### config.mk
export PLATFORM = sky130hd
export DESIGN_NAME = wb_port_arbiter
export DESIGN_NICKNAME = d
export VERILOG_FILES = /design/src/rtl/wb_port_arbiter_pkg.sv /design/src/rtl/wb_grant.sv /design/src/rtl/wb_port_arbiter.sv
export SDC_FILE = /design/constraint.sdc
export NUM_CORES = 1
export LEC_CHECK = 0
export CAP_MARGIN = 20
export CORE_ASPECT_RATIO = 0.5
export CORE_MARGIN = 2
export CORE_UTILIZATION = 44
export CTS_BUF_LIST = sky130_fd_sc_hd__clkbuf_8
export DETAILED_ROUTE_END_ITERATION = 8
export PLACE_DENSITY = 0.95
export SYNTH_ARGS = -nofsm -noshare
export SYNTH_HDL_FRONTEND = slang
export SYNTH_SLANG_ARGS = --single-unit
### constraint.sdc
create_clock -name clk -period 3.2 [get_ports clk]
set_input_delay 0.48 -clock clk [delete_from_list [all_inputs] [get_ports clk]]
set_output_delay 0.48 -clock clk [all_outputs]
set_load 0.005 [all_outputs]
### src/rtl/wb_port_arbiter_pkg.sv
// Types and constants shared by the write-port arbiter and its grant logic.
package wb_port_arbiter_pkg;

  localparam int BURST_W = 4;

  typedef enum logic [1:0] {
    ST_IDLE = 2'd0,
    ST_OWN0 = 2'd1,
    ST_OWN1 = 2'd2
  } state_t;

  // Increment that sticks at lim instead of wrapping.
  function automatic logic [BURST_W-1:0] sat_inc(input logic [BURST_W-1:0] cnt,
                                                 input logic [BURST_W-1:0] lim);
    return (cnt >= lim) ? lim : cnt + BURST_W'(1);
  endfunction

endpackage

### src/rtl/wb_grant.sv
// Combinational grant decision between two write requesters.
// A locked owner keeps the port under contention until its burst limit is reached.
module wb_grant
  import wb_port_arbiter_pkg::*;
#(
  parameter int MAX_BURST = 4
) (
  input  state_t             i_state,
  input  logic [BURST_W-1:0] i_burst_cnt,
  input  logic               i_last_grant,
  input  logic               i_valid0,
  input  logic               i_valid1,
  input  logic               i_lock0,
  input  logic               i_lock1,
  output logic               o_gnt0,
  output logic               o_gnt1
);

  localparam logic [BURST_W-1:0] LP_CNT_MAX = BURST_W'(MAX_BURST - 1);

  logic w_may_extend;

  assign w_may_extend = (i_burst_cnt < LP_CNT_MAX);

  // pick at most one requester; a lone requester always wins
  always_comb begin
    o_gnt0 = 1'b0;
    o_gnt1 = 1'b0;
    case ({i_valid0, i_valid1})
      2'b10: o_gnt0 = 1'b1;
      2'b01: o_gnt1 = 1'b1;
      2'b11: begin
        case (i_state)
          ST_OWN0: begin
            if (i_lock0 && w_may_extend) o_gnt0 = 1'b1;
            else                         o_gnt1 = 1'b1;
          end
          ST_OWN1: begin
            if (i_lock1 && w_may_extend) o_gnt1 = 1'b1;
            else                         o_gnt0 = 1'b1;
          end
          default: begin
            if (i_last_grant) o_gnt0 = 1'b1;
            else              o_gnt1 = 1'b1;
          end
        endcase
      end
      default: ;
    endcase
  end

endmodule

### src/rtl/wb_port_arbiter.sv
// Two-requester arbiter in front of a shared register-file write port.
//
//   state   | meaning
//   --------+------------------------------------------
//   ST_IDLE | no transfer happened last cycle
//   ST_OWN0 | requester 0 transferred last cycle
//   ST_OWN1 | requester 1 transferred last cycle
module wb_port_arbiter
  import wb_port_arbiter_pkg::*;
#(
  parameter int WIDTH     = 32,
  parameter int ADDR_W    = 5,
  parameter int MAX_BURST = 4
) (
  input  logic              clk,
  input  logic              rst_n,
  input  logic              req0_valid,
  output logic              req0_ready,
  input  logic [ADDR_W-1:0] req0_addr,
  input  logic [WIDTH-1:0]  req0_data,
  input  logic              req0_lock,
  input  logic              req1_valid,
  output logic              req1_ready,
  input  logic [ADDR_W-1:0] req1_addr,
  input  logic [WIDTH-1:0]  req1_data,
  input  logic              req1_lock,
  output logic              wr_en,
  output logic [ADDR_W-1:0] wr_addr,
  output logic [WIDTH-1:0]  wr_data,
  output logic              wr_src
);

  localparam logic [BURST_W-1:0] LP_CNT_MAX = BURST_W'(MAX_BURST - 1);

  state_t             r_state, w_state_nxt;
  logic               r_last_grant, w_last_grant_nxt;
  logic [BURST_W-1:0] r_burst_cnt, w_burst_cnt_nxt;
  logic               w_gnt0, w_gnt1;

  logic               r_wr_en;
  logic [ADDR_W-1:0]  r_wr_addr;
  logic [WIDTH-1:0]   r_wr_data;
  logic               r_wr_src;

  wb_grant #(.MAX_BURST(MAX_BURST)) u_grant (
    .i_state      (r_state),
    .i_burst_cnt  (r_burst_cnt),
    .i_last_grant (r_last_grant),
    .i_valid0     (req0_valid),
    .i_valid1     (req1_valid),
    .i_lock0      (req0_lock),
    .i_lock1      (req1_lock),
    .o_gnt0       (w_gnt0),
    .o_gnt1       (w_gnt1)
  );

  // ready is forced low while reset is held, independent of the clock
  assign req0_ready = w_gnt0 & rst_n;
  assign req1_ready = w_gnt1 & rst_n;

  assign wr_en   = r_wr_en;
  assign wr_addr = r_wr_addr;
  assign wr_data = r_wr_data;
  assign wr_src  = r_wr_src;

  // arbitration state register; last_grant resets to 1 so requester 0 wins first contention
  always_ff @(posedge clk or negedge rst_n) begin
    if (!rst_n) begin
      r_state      <= ST_IDLE;
      r_last_grant <= 1'b1;
      r_burst_cnt  <= '0;
    end else begin
      r_state      <= w_state_nxt;
      r_last_grant <= w_last_grant_nxt;
      r_burst_cnt  <= w_burst_cnt_nxt;
    end
  end

  // next owner, last grant and burst length from this cycle's transfer
  always_comb begin
    w_state_nxt      = ST_IDLE;
    w_last_grant_nxt = r_last_grant;
    w_burst_cnt_nxt  = '0;
    if (w_gnt0) begin
      w_state_nxt      = ST_OWN0;
      w_last_grant_nxt = 1'b0;
      if (r_state == ST_OWN0) w_burst_cnt_nxt = sat_inc(r_burst_cnt, LP_CNT_MAX);
    end else if (w_gnt1) begin
      w_state_nxt      = ST_OWN1;
      w_last_grant_nxt = 1'b1;
      if (r_state == ST_OWN1) w_burst_cnt_nxt = sat_inc(r_burst_cnt, LP_CNT_MAX);
    end
  end

  // register the granted write one cycle after the handshake; fields hold when idle
  always_ff @(posedge clk or negedge rst_n) begin
    if (!rst_n) begin
      r_wr_en   <= 1'b0;
      r_wr_addr <= '0;
      r_wr_data <= '0;
      r_wr_src  <= 1'b0;
    end else begin
      r_wr_en <= w_gnt0 | w_gnt1;
      if (w_gnt0) begin
        r_wr_addr <= req0_addr;
        r_wr_data <= req0_data;
        r_wr_src  <= 1'b0;
      end else if (w_gnt1) begin
        r_wr_addr <= req1_addr;
        r_wr_data <= req1_data;
        r_wr_src  <= 1'b1;
      end
    end
  end

endmodule

==> results of run 1 <==
[sequential cells by signal, indices dropped and copies added, names as in the netlist]
| signal | count |
|---|---|
| wr_data | 32 |
| wr_addr | 5 |
| r_burst_cnt | 4 |
| r_state | 2 |
| r_last_grant | 1 |
| wr_en | 1 |
| wr_src | 1 |
[kinds of logic after synthesis]
group / synth area share (%)
buffers and inverters: 8.38
AO/OA/AOI/OAI: 23.9
adder cells (fa/ha/maj): 1.60
other: 0.160
AND/OR/NAND/NOR: 16.8
flip-flops: 49.2
[per-stage QoR]
stage	util, %	hold WS [ns]	setup slack (ns)	total power [mW]
detailed placement	70.1	0.399	0.324	2.53
global route	72.2	0.0774	0.160	3.13
global placement	70.1	0.389	0.351	2.45
finish	72.2	0.0738	0.257	2.93
CTS	72.2	0.0758	0.242	2.96
floorplan	-	0.184	1.09	1.79
[critical path, delay by kind of cell (launching register included)]
kind | cells | cell delay [ns]
compound gates | 1 | 0.40
fa+ha+maj | 1 | 0.25
flops | 1 | 0.40
buf+inv | 1 | 0.44
simple gates | 2 | 0.68
[area by class of cell]
class	count	area, sq um	share of cell area (%)
repair buffers	126	1250	34.6
clock buffers	5	68.8	1.90
flip-flops and latches	46	1150	31.8
clock inverters	3	40.0	1.10
inverters	7	26.3	0.724
well taps	70	87.6	2.41
multi-input cells	178	1000	27.6
[synth_stat cells]
| cell | count | share of area, % |
|---|---|---|
| dfrtp_1 | 45 | 48 |
| nor3_1 | 1 | 0.21 |
| nand2_1 | 40 | 6.4 |
| a21oi_1 | 38 | 8.1 |
| dfstp_2 | 1 | 1.1 |
| conb_1 | 1 | 0.16 |
| nor4_1 | 1 | 0.27 |
| and3_1 | 2 | 0.53 |
| nand2b_1 | 1 | 0.27 |
| buf_8 | 3 | 1.9 |
| nor2b_1 | 1 | 0.27 |
| nor2_1 | 42 | 6.7 |
| inv_2 | 1 | 0.16 |
| o31a_1 | 1 | 0.37 |
| nand3_4 | 1 | 0.75 |
| or4b_1 | 1 | 0.43 |
| inv_1 | 6 | 0.96 |
| o221ai_1 | 1 | 0.37 |
| a221o_1 | 1 | 0.43 |
| clkbuf_1 | 3 | 0.48 |
| buf_12 | 1 | 0.85 |
| a31oi_1 | 1 | 0.27 |
| nor4b_1 | 1 | 0.37 |
| buf_6 | 7 | 3.4 |
| and2_1 | 1 | 0.27 |
| nand2_2 | 1 | 0.27 |
| buf_2 | 3 | 0.64 |
| a22oi_2 | 1 | 0.53 |
| ha_1 | 3 | 1.6 |
| a21oi_2 | 37 | 14 |
[layer usage]
layer	vias up	track usage, %
met5	-	0
met4	0	7.61
met3	10	4.80
met2	59	41.6
met1	1081	26.7
li1	1054	-
[final timing paths]
check,slack (ns),from,endpoint,depth (start not counted)
worst max-delay path,0.26,r_burst_cnt[0]$_DFF_PN0_,req0_ready,5
worst min-delay path,0.07,rst_n,wr_data[5]$_DFFE_PN0P_,1
worst max register to register,0.65,r_burst_cnt[0]$_DFF_PN0_,r_burst_cnt[0]$_DFF_PN0_,7
worst min register to register,0.50,r_burst_cnt[0]$_DFF_PN0_,r_burst_cnt[0]$_DFF_PN0_,1
max in group asynchronous,2.37,rst_n,r_last_grant$_DFFE_PN1P_,2
min in group clk,0.50,r_burst_cnt[0]$_DFF_PN0_,r_burst_cnt[0]$_DFF_PN0_,1
[power breakdown]
group / internal, mW / switching, mW / leakage [nW]
Clock: 0.230 / 0.198 / 0.0579
Combinational: 0.812 / 0.687 / 0.922
Sequential: 0.858 / 0.150 / 0.534
==> impl_metrics.json, run 1 <==
{
  "outcome": "complete, no violations",
  "initial_utilization_pct": 46.7,
  "drc": 0,
  "finalHoldViolations": 0,
  "yosysUniqueCellTypes": 30,
  "nFillCells": 339,
  "final.setup_skew_ns": 0.00832,
  "antenna_found_initial": 0,
  "syn_area_per_cell_sq_um": 9.49,
  "avgViaCountPerCell": 5.07,
  "crit_slowest_cell": "or4b_1",
  "drt_pass1_iterations": 4,
  "setup_viol": 0,
  "numCtsBuffers": 5,
  "postCtsSetupRepairBufs": 0,
  "worstPathMaxFanout": 4,
  "p_per_area_nw_per_um2": 809,
  "top_layer_used": "met4",
  "setup_tns_ns": 0,
  "fp.coreArea_sq_um": 5020,
  "synth-seq-cells": 46,
  "placed_cell_area_sq_um": 3520,
  "wl_mm": 6.60,
  "relSlewSlack_pct": 34.5,
  "postCtsHoldBufs": 0,
  "cts_tree": "done",
  "io-pin-count": 121,
  "crit_arrival_ns": 2.46,
  "gp_congestion": 0.809,
  "dr_wl_met2_mm": 3.54,
  "area_growth_pct": 54.8,
  "die_w_um": 107,
  "drive_gt1_share_pct": 15.9,
  "worstSetupStartpointType": "register",
  "die-area_sq_um": 5960,
  "ys_seq_area_share_pct": 49.2,
  "path_clk_slew_ns": 0.09,
  "grt_overflow": 0,
  "hpwl_mm": 4.99,
  "drt-met1-wl_mm": 2.72,
  "clock_tree.root_cell": "clkbuf_8",
  "cellLeakagePower_nw": 1.51,
  "maxCapViolCount": 0,
  "grt.total_usage_pct": 22.7,
  "dp_cells": 427,
  "ys_warn_count": 0,
  "wl_met3_um": 254,
  "period_needed_ns": 2.94,
  "n_antenna_cell": 0,
  "grt_pass1_wl_mm": 10.7,
  "num_vias": 2204,
  "drt_iter0_markers": 138,
  "die_y_um": 55.6,
  "cts-resized-gates": 0,
  "layout_commonest_cell": "clkdlybuf4s50_1",
  "final_cell_mix": "clkdlybuf4s50_1, dfrtp_1, nor2_1, nand2_1, a21oi_1",
  "endpoint_kind": "primary output",
  "worst_pin_slew_ns": 0.981,
  "wire_per_inst_um": 15.2,
  "fp-row-count": 18,
  "fmax_mhz": 340,
  "clock_latency_ns": 0.30,
  "grt_pass1_vias": 2292,
  "report.final.slew_viol_count": 0,
  "route.antenna.remaining_nets": 0,
  "hold_path.class": "in2async",
  "cts_max_path_buffers": 2,
  "final_cells": 435,
  "final_nets": 447,
  "portBuffers": 120,
  "crit_chain": "ha_1 > or4b_1 > a221o_1 > and3_1 > clkdlybuf4s50_1",
  "final_area_sq_um": 3630,
  "netlist_area_sq_um": 2340,
  "htree_levels": 2,
  "syn_inst": 247,
  "rsz0062_at_grt": "no",
  "required_ns": 2.72,
  "clock-sinks": 46,
  "path_class": "reg2out",
  "cp_slowest_stage_delay_ns": 0.50,
  "period_share_pct": 92.0,
  "peakVddDrop_mv": 0.329,
  "grt_max_degree": 43
}
Note: power is estimated with default switching activity, not from simulation.
==> run 2: changes to the inputs <==
- PLACE_DENSITY: 0.95 -> 0.9
- SLEW_MARGIN: not set -> 0
==> run 2 against run 1 <==
  * Cell count increased by 0.23%
  * First-iteration DRC count decreased by 17%
  * Worst setup slack got worse by 0.025 ns
  * Die area unchanged
  * Combinational power about the same
  * Core utilization increased by 0.30 points
  * Design area increased by 0.41%
  * Critical path type unchanged
==> impl_metrics.json, run 2 (synthesis gave the netlist of run 1 again) <==
{
  "outcome": "complete, no violations",
  "route.antenna.remaining_nets": 0,
  "finalHoldViolations": 0,
  "n_antenna_cell": 0,
  "worstPathMaxFanout": 4,
  "numCtsBuffers": 5,
  "antenna_found_initial": 0,
  "area_growth_pct": 55.5,
  "worst_pin_slew_ns": 0.988,
  "peakVddDrop_mv": 0.410,
  "endpoint_kind": "primary output",
  "required_ns": 2.72,
  "fmax_mhz": 337,
  "cts_tree": "done",
  "drt_pass1_iterations": 4,
  "final_nets": 448,
  "path_class": "reg2out",
  "final_area_sq_um": 3640,
  "cellLeakagePower_nw": 1.52,
  "placed_cell_area_sq_um": 3530,
  "postCtsSetupRepairBufs": 0,
  "avgViaCountPerCell": 5.11,
  "drc": 0,
  "die_w_um": 107,
  "clock_tree.root_cell": "clkbuf_8",
  "wire_per_inst_um": 15.9,
  "timing.final.ws_setup_ns": 0.232,
  "num_vias": 2230,
  "layout_commonest_cell": "clkdlybuf4s50_1",
  "grt_pass1_wl_mm": 11.5,
  "largest_register_ff_count": 32,
  "crit_start": "r_burst_cnt[0]$_DFF_PN0_",
  "fp.coreArea_sq_um": 5020,
  "period_needed_ns": 2.97,
  "drive_gt1_share_pct": 15.8,
  "path_clk_slew_ns": 0.09,
  "grt_overflow": 0,
  "period_share_pct": 92.7,
  "clock_latency_ns": 0.30,
  "dp_cells": 428,
  "p_per_area_nw_per_um2": 816,
  "final.setup_skew_ns": 0.00779,
  "io-pin-count": 121,
  "die-area_sq_um": 5960,
  "final_cell_mix": "clkdlybuf4s50_1, dfrtp_1, nor2_1, nand2_1, a21oi_1",
  "wl_mm": 6.95,
  "cts-resized-gates": 0,
  "setup_tns_ns": 0,
  "crit_arrival_ns": 2.49,
  "fp-row-count": 18,
  "rsz0062_at_grt": "no",
  "postCtsHoldBufs": 0,
  "reg2reg_from": "r_burst_cnt[0]$_DFF_PN0_",
  "hold_path.class": "in2async",
  "initial_utilization_pct": 46.7,
  "clock-sinks": 46,
  "grt_max_degree": 43,
  "grt.total_usage_pct": 24.3,
  "final_cells": 436,
  "report.final.slew_viol_count": 0,
  "drt_iter0_markers": 115,
  "hpwl_mm": 5.12,
  "relSlewSlack_pct": 34.0,
  "portBuffers": 120,
  "worstSetupStartpointType": "register",
  "maxCapViolCount": 0,
  "grt_pass1_vias": 2398,
  "htree_levels": 2,
  "dp_slack_ns": 0.321,
  "cts_max_path_buffers": 2,
  "setup_viol": 0,
  "gp_congestion": 0.765,
  "fin_util_pct": 72.5,
  "die_y_um": 55.6
}
==> run 2: cell count changes in the layout (fill, tap and decap cells not counted), sizes merged <==
cell,delta
inv,+1
clkinv,-2
buf,+1
clkbuf,+1
==> run 2: metal layers <==
metal | part of all wire [%] | track usage (%)
met1 | 39 | 27.6
met2 | 55 | 45.5
met3 | 3.2 | 4.45
met4 | 2.4 | 9.46
met5 | 0 | 0
==> run 2: cell type report <==
class,instances,area [sq um]
multi-input combinational,178,1000
timing repair buffer,127,1260
clock inverter,2,33.8
tap,70,87.6
sequential,46,1150
inverter,7,26.3
clock buffer,6,82.6
fill,334,1380
==> run 2: critical path: stages, from the launching register on <==
cell and delay, ns:
dfrtp_1 0.41, ha_1 0.25, or4b_1 0.52, a221o_1 0.39, and3_1 0.17, clkdlybuf4s50_1 0.43
==> run 2: metrics by stage <==
stage	hold WS, ns	power [mW]
6_report	0.0934	2.97
5_1_grt	0.111	3.16
4_1_cts	0.103	2.99
3_5_place_dp	0.430	2.53
3_3_place_gp	0.418	2.46
2_1_floorplan	0.184	1.79
==> run 2: final timing paths <==
check	slack, ns	endpoint	cells after the start
max	0.23	req0_ready	5
min	0.09	wr_data[22]$_DFFE_PN0P_	1
max reg2reg	0.61	wr_addr[0]$_DFFE_PN0P_	7
min reg2reg	0.51	wr_data[14]$_DFFE_PN0P_	2
max in group asynchronous	2.48	r_last_grant$_DFFE_PN1P_	2
min in group clk	0.51	wr_data[14]$_DFFE_PN0P_	2
==> run 2: power breakdown <==
part,switching [mW],internal [mW]
logic,0.703,0.814
clock network,0.196,0.252
registers,0.150,0.858
==> run 3: changes to the inputs <==
- clock period: 3.2 -> 3.9 ns (I/O delays scaled with it)
==> run 3 against run 2 <==
  * Combinational power fell by 19%
  * Via count fell by 0.45%
  * Clock skew fell by 0.0036 ns
  * Core utilization fell by 0.95 points
  * Die area did not move
  * Flip-flop and latch count did not move
  * Worst hold slack improved by 0.11 ns
  * Register-to-register slack improved by 0.42 ns
  * Clock power fell by 33%
  * First-iteration DRC count fell by 18%
  * Cell count fell by 0.69%
  * Largest cell class unchanged
==> impl_metrics.json, run 3 (synthesis gave the netlist of run 1 again) <==
{
  "outcome": "complete, no violations",
  "required_ns": 3.31,
  "period_needed_ns": 3.10,
  "htree_levels": 2,
  "initial_utilization_pct": 46.7,
  "numCtsBuffers": 5,
  "postCtsSetupRepairBufs": 0,
  "endpoint_kind": "primary output",
  "rsz0062_at_grt": "no",
  "clock_latency_ns": 0.30,
  "p_per_area_nw_per_um2": 656,
  "final_area_sq_um": 3600,
  "clock_tree.root_cell": "clkbuf_8",
  "route.antenna.remaining_nets": 0,
  "worstPathMaxFanout": 2,
  "setup_viol": 0,
  "maxCapViolCount": 0,
  "avgViaCountPerCell": 5.13,
  "dp_slack_ns": 0.695,
  "crit_start": "req1_lock",
  "nFillCells": 374,
  "wire_per_inst_um": 15.8,
  "drt_iter0_markers": 94,
  "clock-sinks": 46,
  "io-pin-count": 121,
  "hold_path.class": "in2async",
  "layout_commonest_cell": "clkdlybuf4s50_1",
  "portBuffers": 120,
  "n_antenna_cell": 0,
  "antenna_found_initial": 0,
  "drc": 0,
  "grt_pass1_vias": 2356,
  "hpwl_mm": 5.15,
  "worstSetupStartpointType": "input port",
  "setup_tns_ns": 0,
  "drt_pass1_iterations": 4,
  "reg2reg_from": "r_burst_cnt[0]$_DFF_PN0_",
  "gp_congestion": 0.773,
  "fp-row-count": 18,
  "area_growth_pct": 53.4,
  "r2r_cells": 7,
  "reg2reg_to": "wr_addr[3]$_DFFE_PN0P_",
  "timing.final.ws_setup_ns": 0.804,
  "num_vias": 2220,
  "wl_mm": 6.83,
  "finalHoldViolations": 0,
  "grt.total_usage_pct": 23.8,
  "placed_cell_area_sq_um": 3500,
  "grt_max_degree": 43,
  "die_y_um": 55.6,
  "postCtsHoldBufs": 0,
  "final_cell_mix": "clkdlybuf4s50_1, dfrtp_1, nor2_1, nand2_1, a21oi_1",
  "grt_overflow": 0,
  "drive_gt1_share_pct": 15.2,
  "fmax_mhz": 323,
  "peakVddDrop_mv": 0.289,
  "largest_register_ff_count": 32,
  "crit_end": "req0_ready",
  "reg2reg_slack_ns": 1.03,
  "path_clk_slew_ns": 0.08,
  "cts_max_path_buffers": 2,
  "final_nets": 445,
  "relSlewSlack_pct": 36.8,
  "final.setup_skew_ns": 0.00423,
  "die_w_um": 107,
  "grt_pass1_wl_mm": 11.1,
  "cts-resized-gates": 0,
  "cellLeakagePower_nw": 1.50,
  "path_class": "in2out",
  "die-area_sq_um": 5960,
  "fin_util_pct": 71.6,
  "crit_arrival_ns": 2.51,
  "cts_tree": "done",
  "worst_pin_slew_ns": 0.947,
  "report.final.slew_viol_count": 0,
  "period_share_pct": 79.4,
  "fp.coreArea_sq_um": 5020
}
[run 3: final cells by class]
cell class,count,area (sq um),area share [%]
clock buffers,6,82.6,2.30
clock inverters,2,8.76,0.244
inverters,7,26.3,0.731
multi-input cells,178,1000,27.8
flip-flops and latches,46,1150,32.0
well taps,70,87.6,2.44
repair buffers,124,1240,34.4
[run 3: report_power, final]
group	internal [mW]	leakage (nW)	switching (mW)
sequential	0.704	0.534	0.125
clock	0.141	0.0524	0.157
combinational	0.659	0.913	0.573
[run 3: critical path: stages]
cell             delay (ns)
clkdlybuf4s50_1        0.45
or4b_1                 0.46
a221o_1                0.40
and3_1                 0.18
clkdlybuf4s50_1        0.43
[run 3: worst min path at each step]
| stage | startpoint | end | slack [ns] |
|---|---|---|---|
| floorplan | rst_n | r_burst_cnt[0]$_DFF_PN0_ | 0.29 |
| global placement | r_burst_cnt[0]$_DFF_PN0_ | r_burst_cnt[0]$_DFF_PN0_ | 0.47 |
| detailed placement | wr_src$_DFFE_PN0P_ | wr_src$_DFFE_PN0P_ | 0.49 |
| CTS | rst_n | wr_en$_DFF_PN0_ | 0.21 |
| global route | rst_n | wr_data[23]$_DFFE_PN0P_ | 0.22 |
| finish | rst_n | wr_en$_DFF_PN0_ | 0.21 |
[run 3: through the flow]
| step | cells | hold WS [ns] | power (mW) |
|---|---|---|---|
| 3_5_place_dp | 425 | 0.489 | 2.07 |
| 6_report | 433 | 0.207 | 2.36 |
| 3_3_place_gp | 425 | 0.470 | 2.01 |
| 2_1_floorplan | 248 | 0.289 | 1.47 |
| 4_1_cts | 433 | 0.207 | 2.37 |
| 5_1_grt | 433 | 0.221 | 2.51 |
[run 3: layer usage]
layer	part of all wire, %	vias to the layer above	GRT usage, %
met5	0	-	0
met1	39	1100	27.7
met2	55	55	43.7
li1	-	1049	-
met4	2.2	0	8.53
met3	3.3	16	4.57
